==> config.mk <==
export PLATFORM = sky130hd
export DESIGN_NAME = tail_seq
export DESIGN_NICKNAME = d
export VERILOG_FILES = /design/src/rtl/tail_seq_pkg.sv /design/src/rtl/tail_seq_prescaler.sv /design/src/rtl/tail_seq.sv
export SDC_FILE = /design/constraint.sdc
export NUM_CORES = 1
export LEC_CHECK = 0
export CORE_UTILIZATION = 43
export CTS_CLUSTER_SIZE = 30
export DETAILED_ROUTE_END_ITERATION = 7
export PLACE_DENSITY = 0.78
export SLEW_MARGIN = 20
export SYNTH_ARGS = -nofsm -noshare
export SYNTH_HDL_FRONTEND = slang
export SYNTH_HIERARCHICAL = 1
export SYNTH_SLANG_ARGS = --single-unit
==> constraint.sdc <==
create_clock -name clk -period 1.3 [get_ports clk]
set_input_delay 0.39 -clock clk [delete_from_list [all_inputs] [get_ports clk]]
set_output_delay 0.39 -clock clk [all_outputs]
set_load 0.01 [all_outputs]
==> src/rtl/tail_seq_pkg.sv <==
// Shared types and limits for the sequential turn-signal controller.
package tail_seq_pkg;

  localparam int unsigned TAIL_LAMPS_MAX = 16;

  typedef enum logic [2:0] {
    ST_IDLE    = 3'd0,
    ST_LEFT    = 3'd1,
    ST_RIGHT   = 3'd2,
    ST_HAZ_ON  = 3'd3,
    ST_HAZ_OFF = 3'd4
  } tail_state_t;

endpackage

==> src/rtl/tail_seq_prescaler.sv <==
// Step-period divider: tick pulses every TICK_DIV clocks, restartable via clr.
module tail_seq_prescaler #(
  parameter int TICK_DIV = 1
) (
  input  logic clk,
  input  logic reset,
  input  logic clr,
  output logic tick
);

  localparam int unsigned DW = (TICK_DIV > 1) ? $clog2(TICK_DIV) : 1;
  localparam logic [DW-1:0] LAST = DW'(TICK_DIV - 1);

  if (TICK_DIV < 1) begin : g_bad_div
    $fatal(1, "tail_seq_prescaler: TICK_DIV must be >= 1");
  end

  logic [DW-1:0] div_cnt;

  always_ff @(posedge clk) begin
    if (reset || clr) begin
      div_cnt <= '0;
    end else if (div_cnt == LAST) begin
      div_cnt <= '0;
    end else begin
      div_cnt <= div_cnt + DW'(1);
    end
  end

  assign tick = (div_cnt == LAST);

endmodule

==> src/rtl/tail_seq.sv <==
// Sequential turn-signal controller; hazard flashing is enabled by TAIL_SEQ_HAZARD_EN.
module tail_seq
  import tail_seq_pkg::*;
#(
  parameter int LAMPS    = 3,
  parameter int TICK_DIV = 1
) (
  input  logic             clk,
  input  logic             reset,
  input  logic             left,
  input  logic             right,
  output logic [LAMPS-1:0] lamp_l,
  output logic [LAMPS-1:0] lamp_r,
  output logic             busy
);

  if (LAMPS < 1 || LAMPS > int'(TAIL_LAMPS_MAX)) begin : g_bad_lamps
    $fatal(1, "tail_seq: LAMPS must be in 1..16");
  end
  if (TICK_DIV < 1) begin : g_bad_div
    $fatal(1, "tail_seq: TICK_DIV must be >= 1");
  end

  localparam int unsigned SW = $clog2(LAMPS + 1);
  localparam logic [SW-1:0] LAST_STEP = SW'(LAMPS);

  tail_state_t      state, state_nxt;
  logic [SW-1:0]    step, step_nxt;
  logic [LAMPS-1:0] mask_nxt, lamp_l_nxt, lamp_r_nxt;
  logic             busy_nxt;
  logic             tick;
  logic             clr_c;

  tail_seq_prescaler #(.TICK_DIV(TICK_DIV)) u_prescaler (
    .clk   (clk),
    .reset (reset),
    .clr   (clr_c),
    .tick  (tick)
  );

  // Next-state logic
  always_comb begin
    state_nxt = state;
    step_nxt  = step;
    case (state)
      ST_IDLE: begin
        step_nxt = '0;
        if (left && !right) begin
          state_nxt = ST_LEFT;
          step_nxt  = SW'(1);
        end else if (!left && right) begin
          state_nxt = ST_RIGHT;
          step_nxt  = SW'(1);
        end
      end
      ST_LEFT, ST_RIGHT: begin
        if (step == '0 || step > LAST_STEP) begin
          state_nxt = ST_IDLE;
          step_nxt  = '0;
        end else if (tick) begin
          if (step == LAST_STEP) begin
            state_nxt = ST_IDLE;
            step_nxt  = '0;
          end else begin
            step_nxt = step + SW'(1);
          end
        end
      end
`ifdef TAIL_SEQ_HAZARD_EN
      ST_HAZ_ON: begin
        step_nxt = '0;
        if (!(left && right)) state_nxt = ST_IDLE;
        else if (tick)        state_nxt = ST_HAZ_OFF;
      end
      ST_HAZ_OFF: begin
        step_nxt = '0;
        if (!(left && right)) state_nxt = ST_IDLE;
        else if (tick)        state_nxt = ST_HAZ_ON;
      end
`endif
      default: begin
        state_nxt = ST_IDLE;
        step_nxt  = '0;
      end
    endcase

    // Both requests override any running sequence without waiting for tick
`ifdef TAIL_SEQ_HAZARD_EN
    if (left && right && state != ST_HAZ_ON && state != ST_HAZ_OFF) begin
      state_nxt = ST_HAZ_ON;
      step_nxt  = '0;
    end
`else
    if (left && right) begin
      state_nxt = ST_IDLE;
      step_nxt  = '0;
    end
`endif

    clr_c = (state == ST_IDLE) || (state_nxt != state);
  end

  // Moore decode of the upcoming state, so outputs register alongside it
  always_comb begin
    for (int i = 0; i < LAMPS; i++) begin
      mask_nxt[i] = (step_nxt > SW'(i));
    end
    lamp_l_nxt = '0;
    lamp_r_nxt = '0;
    case (state_nxt)
      ST_LEFT:   lamp_l_nxt = mask_nxt;
      ST_RIGHT:  lamp_r_nxt = mask_nxt;
      ST_HAZ_ON: begin
        lamp_l_nxt = '1;
        lamp_r_nxt = '1;
      end
      default: ;
    endcase
    busy_nxt = (state_nxt != ST_IDLE);
  end

  always_ff @(posedge clk) begin
    if (reset) begin
      state  <= ST_IDLE;
      step   <= '0;
      lamp_l <= '0;
      lamp_r <= '0;
      busy   <= 1'b0;
    end else begin
      state  <= state_nxt;
      step   <= step_nxt;
      lamp_l <= lamp_l_nxt;
      lamp_r <= lamp_r_nxt;
      busy   <= busy_nxt;
    end
  end

endmodule

Word level (Yosys, flattened, before mapping)
Index checks and enable logic that the tools add are counted.
{ "totals": {"ff_bits": 13, "input_bits": 4, "out_inout_bits": 7, "word_cells": 49} }
{ "classes": {"addsub": 2, "order_cmp": 4, "n_eq_ne": 7, "mux": 16, "bitwise_logic": 1, "n_reduce_logical": 13} }
{ "op_table": {"columns": ["operator", "count"], "rows": [
  ["two-way mux 3 bit", 6],
  ["case mux 3 bit (2 select lines)", 3],
  ["equality test 3 x 2 -> 1 bit, second input constant", 3],
  ["two-way mux 2 bit", 4],
  ["equality test 3 x 1 -> 1 bit, second input constant", 2],
  ["greater-than comparator 2 x 1 -> 1 bit, second input constant", 2],
  ["greater-than comparator 2 bit, second input constant", 2],
  ["case mux 2 bit (2 select lines)", 1],
  ["OR reduction 2 bit", 2],
  ["logical AND 1 bit", 3],
  ["logical NOT 3 bit", 1],
  ["logical OR 1 bit", 3],
  ["!= test 3 bit", 1],
  ["nonzero test 3 bit", 1],
  ["adder 2 x 1 -> 2 bit, second input constant", 1],
  ["equality test 2 bit, second input constant", 1],
  ["logical NOT 1 bit", 2],
  ["logical NOT 2 bit", 1],
  ["two-way mux 1 bit", 2],
  ["adder 1 bit, second input constant", 1],
  ["NOT 1 bit", 1]
]} }

Longest topological paths before layout
{ "depth": {"ltp_word": 10, "ltp_mapped": 6, "depth_no_buf": 6} }

Cells and area by module
The synthesis kept the hierarchy.
{ "modules_own_cells": {"columns": ["mod", "instances", "cells_per_inst", "area_per_inst_um2", "seq_area_each_um2"], "rows": [
  ["tail_seq", 1, 56, 565.5, 240.2],
  ["tail_seq_prescaler", 1, 3, 27.5, 20.0]
]} }

Worst setup path after synthesis
OpenSTA, ideal clock, no wires.
{ "synth_path": {"path_kind": "flip-flop to flip-flop", "start": "register step[0]", "end": "register lamp_r[0]", "arrival_ps": 1330, "required_ps": 1230, "slack_ps": -100, "path_stages_with_launch": 7, "path_buffers": 0, "period_less_slack_ps": 1400, "cell_sequence": "dfxtp_1 > inv_1 > ha_1 > nor3_4 > nand3_1 > a211o_1 > a21oi_1"} }
{ "synth_between": {"elab_chain_len": 8} }
{ "synth_lines": {"columns": ["item", "line", "source"], "rows": [
  ["start, declared", "tail_seq.sv:28", "logic [SW-1:0] step, step_nxt;"],
  ["start signal, assigned", "tail_seq.sv:131", "step <= step_nxt;"],
  ["adder 2 x 1 -> 2 bit / equality test 2 bit (equally long branches)", "tail_seq.sv:65, tail_seq.sv:61", null],
  ["two-way mux 2 bit / two-way mux 3 bit (equally long branches)", "tail_seq.sv:61", "if (step == LAST_STEP) begin"],
  ["two-way mux 2 bit / two-way mux 3 bit (equally long branches)", "tail_seq.sv:60", "end else if (tick) begin"],
  ["two-way mux 2 bit / two-way mux 3 bit (equally long branches)", "tail_seq.sv:57", "if (step == '0 || step > LAST_STEP) begin"],
  ["case mux 2 bit (2 select lines) / case mux 3 bit (2 select lines) (equally long branches)", "tail_seq.sv:45", "case (state)"],
  ["two-way mux 2 bit / two-way mux 3 bit (equally long branches)", "tail_seq.sv:94", "if (left && right) begin"],
  ["greater-than comparator 2 x 1 -> 1 bit / equality test 3 x 2 -> 1 bit (equally long branches)", "tail_seq.sv:106, tail_seq.sv:110", null],
  ["case mux 3 bit (2 select lines) *", "tail_seq.sv:110", "case (state_nxt)"],
  ["end signal, assigned", "tail_seq.sv:133", "lamp_r <= lamp_r_nxt;"],
  ["end, declared", "tail_seq.sv:13", "output logic [LAMPS-1:0] lamp_r,"]
]} }
Every way passes the cells marked *; elsewhere a longest branch is shown, timed or not.
A chain may end at the register's enable or synchronous reset.

Worst setup path after layout
{ "layout_path": {"start": "register step[1]", "end": "register lamp_r[2]"} }
{ "layout_between": {"elab_chain_len": 8} }
{ "layout_lines": {"columns": ["item", "line"], "rows": [
  ["adder 2 x 1 -> 2 bit / equality test 2 bit (equally long branches)", "tail_seq.sv:65, tail_seq.sv:61"],
  ["two-way mux 2 bit / two-way mux 3 bit (equally long branches)", "tail_seq.sv:61"],
  ["two-way mux 2 bit / two-way mux 3 bit (equally long branches)", "tail_seq.sv:60"],
  ["two-way mux 2 bit / two-way mux 3 bit (equally long branches)", "tail_seq.sv:57"],
  ["case mux 2 bit (2 select lines) / case mux 3 bit (2 select lines) (equally long branches)", "tail_seq.sv:45"],
  ["two-way mux 2 bit / two-way mux 3 bit (equally long branches)", "tail_seq.sv:94"],
  ["greater-than comparator 2 bit / equality test 3 x 2 -> 1 bit (equally long branches)", "tail_seq.sv:106, tail_seq.sv:110"],
  ["case mux 3 bit (2 select lines) *", "tail_seq.sv:110"]
]} }
Marked as above.

==> results.md <==
Worst hold path:
- The path class of the tightest hold or removal check is flip-flop to flip-flop.
- The worst hold path terminates at lamp_l[0]$_SDFF_PP0_.
- The worst hold path startpoint is state[0]$_SDFF_PP0_.
- The hold-critical path depth is 2.

Status:
- The flow ran to the end, but the final reports show violations.
- The checks that failed: negative setup slack.

Global routing:
- The initial antenna violation count was 0.
- The global-route wire length before repair is 1918 µm.
- The number of global-route vias before repair is 461.
- The pin count of the biggest net entering global routing is 8.
- The total routing usage reported by global routing is a little under a fifth.
- After global routing the overflow that remains totals 0.

Setup path:
- The worst register-to-register path has a depth of 6.
- The startpoint identified for the worst register-to-register timing path is step[1]$_SDFF_PP0_.
- Broken down by cell family, the worst path's largest delay share belongs to compound AO/OA/AOI/OAI gates.
- The cell at the slowest stage of the critical path is a211o_1.
- The class of the most critical setup path is flip-flop to flip-flop.
- Counting both buffers and inverters, the worst setup path holds a total of 1.
- For the worst setup path, the data arrival time is about 1.6 ns.
- The worst register-to-register path ends at lamp_r[2]$_SDFF_PP0_.
- The worst setup path is launched from a flip-flop.
- The maximum single-stage delay on the critical path is 0.36 ns.
- The sort of element at the end of the critical path is a flip-flop.
- At the worst endpoint, the required time is 1.49 ns.
- The setup check on the worst reg-to-reg path leaves a slack of -0.10 ns.
- The critical-path maximum fanout is 4.
- Walking the worst path, the cells encountered are inv_2, ha_4, nor3_4, nand3_2, a211o_1, a21oi_1.

Clock tree:
- CTS built an H-tree with a depth of 1.
- After clock tree synthesis, the clock-pin slew on the worst setup and hold paths is 0.07 ns.
- CTS saw 13 sinks.
- The later-pin clock latency in the skew report is 0.27 ns.
- TritonCTS built the clock tree.
- No sink is reached through more buffers than the 2 on the longest clock path.
- Counting the buffers created by CTS gives 3.
- In this run, post-CTS hold repair placed 0 buffers.
- The library cell used as clock root buffer is clkbuf_4.

Place:
- Buffers placed on the I/O ports in this run total 10.
- The post-DP HPWL is 796.5 µm.
- In this run the cell area measured after placement is 777.0 µm².
- The worst slack at placement is -0.7105 ns.
- The congestion estimate from routability-driven global placement came to 0.8335.

STA:
- Adding up every negative setup slack in the final design gives -0.4686 ns.
- Across all hold checks on the routed design, the worst slack comes to 0.7119 ns.
- The number of setup violations in the final report is 8.
- After layout, the minimum clock period comes to ~1.4 ns.
- Setup repair after global routing could not meet its margin everywhere.
- The highest clock frequency the design can meet is slightly above 700 MHz.
- The final worst-path setup slack is -0.1009 ns.
- The final critical path takes up 107.8% of the cycle.
- The final setup skew is 0.007873 ns.
- The final-report hold violation count is 0.
- The count of pins over their slew limit came to 0.

Power:
- The power per cell area is ~840 nW/µm².
- Across the VDD grid, the largest voltage drop is 0.7003 mV.
- Summed over all cells, the static leakage comes to 0.4027 nW.

Final layout:
- The post-route cell area is 898.4 µm².
- The utilization after layout is about three quarters.
- The synthesis-to-finish area growth is 52.44%.
- The number of antenna diodes is 0.
- The ratio of cells with drive above 1 in the final layout is 56.25%.
- At the end of the flow, the number of nets in the layout was 90.

Route:
- In this run, the number of DRC markers left after iteration 0 of detailed routing was 8.
- The DRC violations left is 0.
- The remaining antenna violation count is 0.
- The first-pass iteration count of the detailed router is 2.
- The detailed router placed 453 vias in this run.
- The routed length per placed instance is approximately 12 µm.
- The wire length reported by the detailed router is approximately 1200 µm.
- The vias per cell is 4.819.

Yosys:
- In the synthesized netlist, the number of instances is 58.
- The average footprint of a synthesized cell is about 10 µm².
- The netlist area before placement is slightly below 600 µm².
- The total nets after synthesis is 67.
- For this run, the number of Yosys warnings is 6.

Die:
- The floorplan step defined a die boundary enclosing 1523 µm².
- The row count is 12.
- The starting utilization of the core area is 49.68%.
- The core region is ~1200 µm².
- The height of the die is 39.02 µm.
- The die is 39.02 µm wide.
- In this run the count of I/O pins placed on the die edge is 11.

Run:
- The max-capacitance violation count is 0.
-- report_power, final --
group	internal, mW	total [mW]	switching, mW
Combinational	0.0517	0.105	0.0529
Sequential	0.407	0.416	0.00911
Clock	0.119	0.232	0.113
-- cell usage in the layout (no fill, tap or decap), types with 3 or more instances in the layout --
| cell | count |
|---|---|
| a21oi_2 | 6 |
| buf_4 | 7 |
| clkbuf_4 | 3 |
| dfxtp_1 | 9 |
| dfxtp_2 | 4 |
| dlygate4sd2_1 | 7 |
| inv_1 | 4 |
| inv_2 | 4 |
-- flip-flops by register name, indices dropped and copies added (netlist names) --
register / flops
lamp_l: 3
u_prescaler/div_cnt: 1
state: 3
step: 2
busy: 1
lamp_r: 3
-- tightest hold or removal path: stages, from the launching register on --
cell and delay, ns:
dfxtp_2 0.38, a2bb2oi_4 0.20, a21oi_2 0.10
-- worst max-delay path by stage --
stage | startpoint | end | slack, ns | cells after the start
3_3_place_gp | left | lamp_r[0]$_SDFF_PP0_ | -0.68 | 6
4_1_cts | step[0]$_SDFF_PP0_ | lamp_r[1]$_SDFF_PP0_ | -0.14 | 6
2_1_floorplan | left | lamp_r[0]$_SDFF_PP0_ | -0.08 | 5
3_5_place_dp | left | lamp_r[1]$_SDFF_PP0_ | -0.71 | 6
6_report | step[1]$_SDFF_PP0_ | lamp_r[2]$_SDFF_PP0_ | -0.10 | 6
5_1_grt | step[1]$_SDFF_PP0_ | lamp_r[2]$_SDFF_PP0_ | -0.17 | 6
-- through the flow --
stage | total power, mW | std cells
final | 0.7526 | 94
after global routing | 0.7852 | 94
after CTS | 0.7563 | 94
after detailed placement | 0.5106 | 89
after global placement | 0.5087 | 89
after floorplan | 0.4701 | 58
-- cell type report --
cell class | instances | area [µm²]
multi-input cells | 37 | 414.1
clock buffers | 4 | 26.28
inverters | 8 | 30.03
fillers | 80 | 287.8
well taps | 14 | 17.52
flip-flops and latches | 13 | 265.3
repair buffers | 18 | 145.1
-- timing repair --
item / CTS / global route
setup endpoints to repair: 18 / 11
pin swaps: 11 / 4
buffers inserted: 1 / 0
resized for setup: 35 / 8
-- per-layer routing --
| layer | global-route usage (%) | vias up | part of all wire [%] |
|---|---|---|---|
| met1 | 20.98 | 212 | 43 |
| met4 | 0 | 0 | 0 |
| met3 | 8.671 | 0 | 3.4 |
| met2 | 35.00 | 7 | 53 |
| met5 | 0 | - | 0 |
| li1 | - | 234 | - |
No activity file was read; power rests on OpenSTA's default activity.
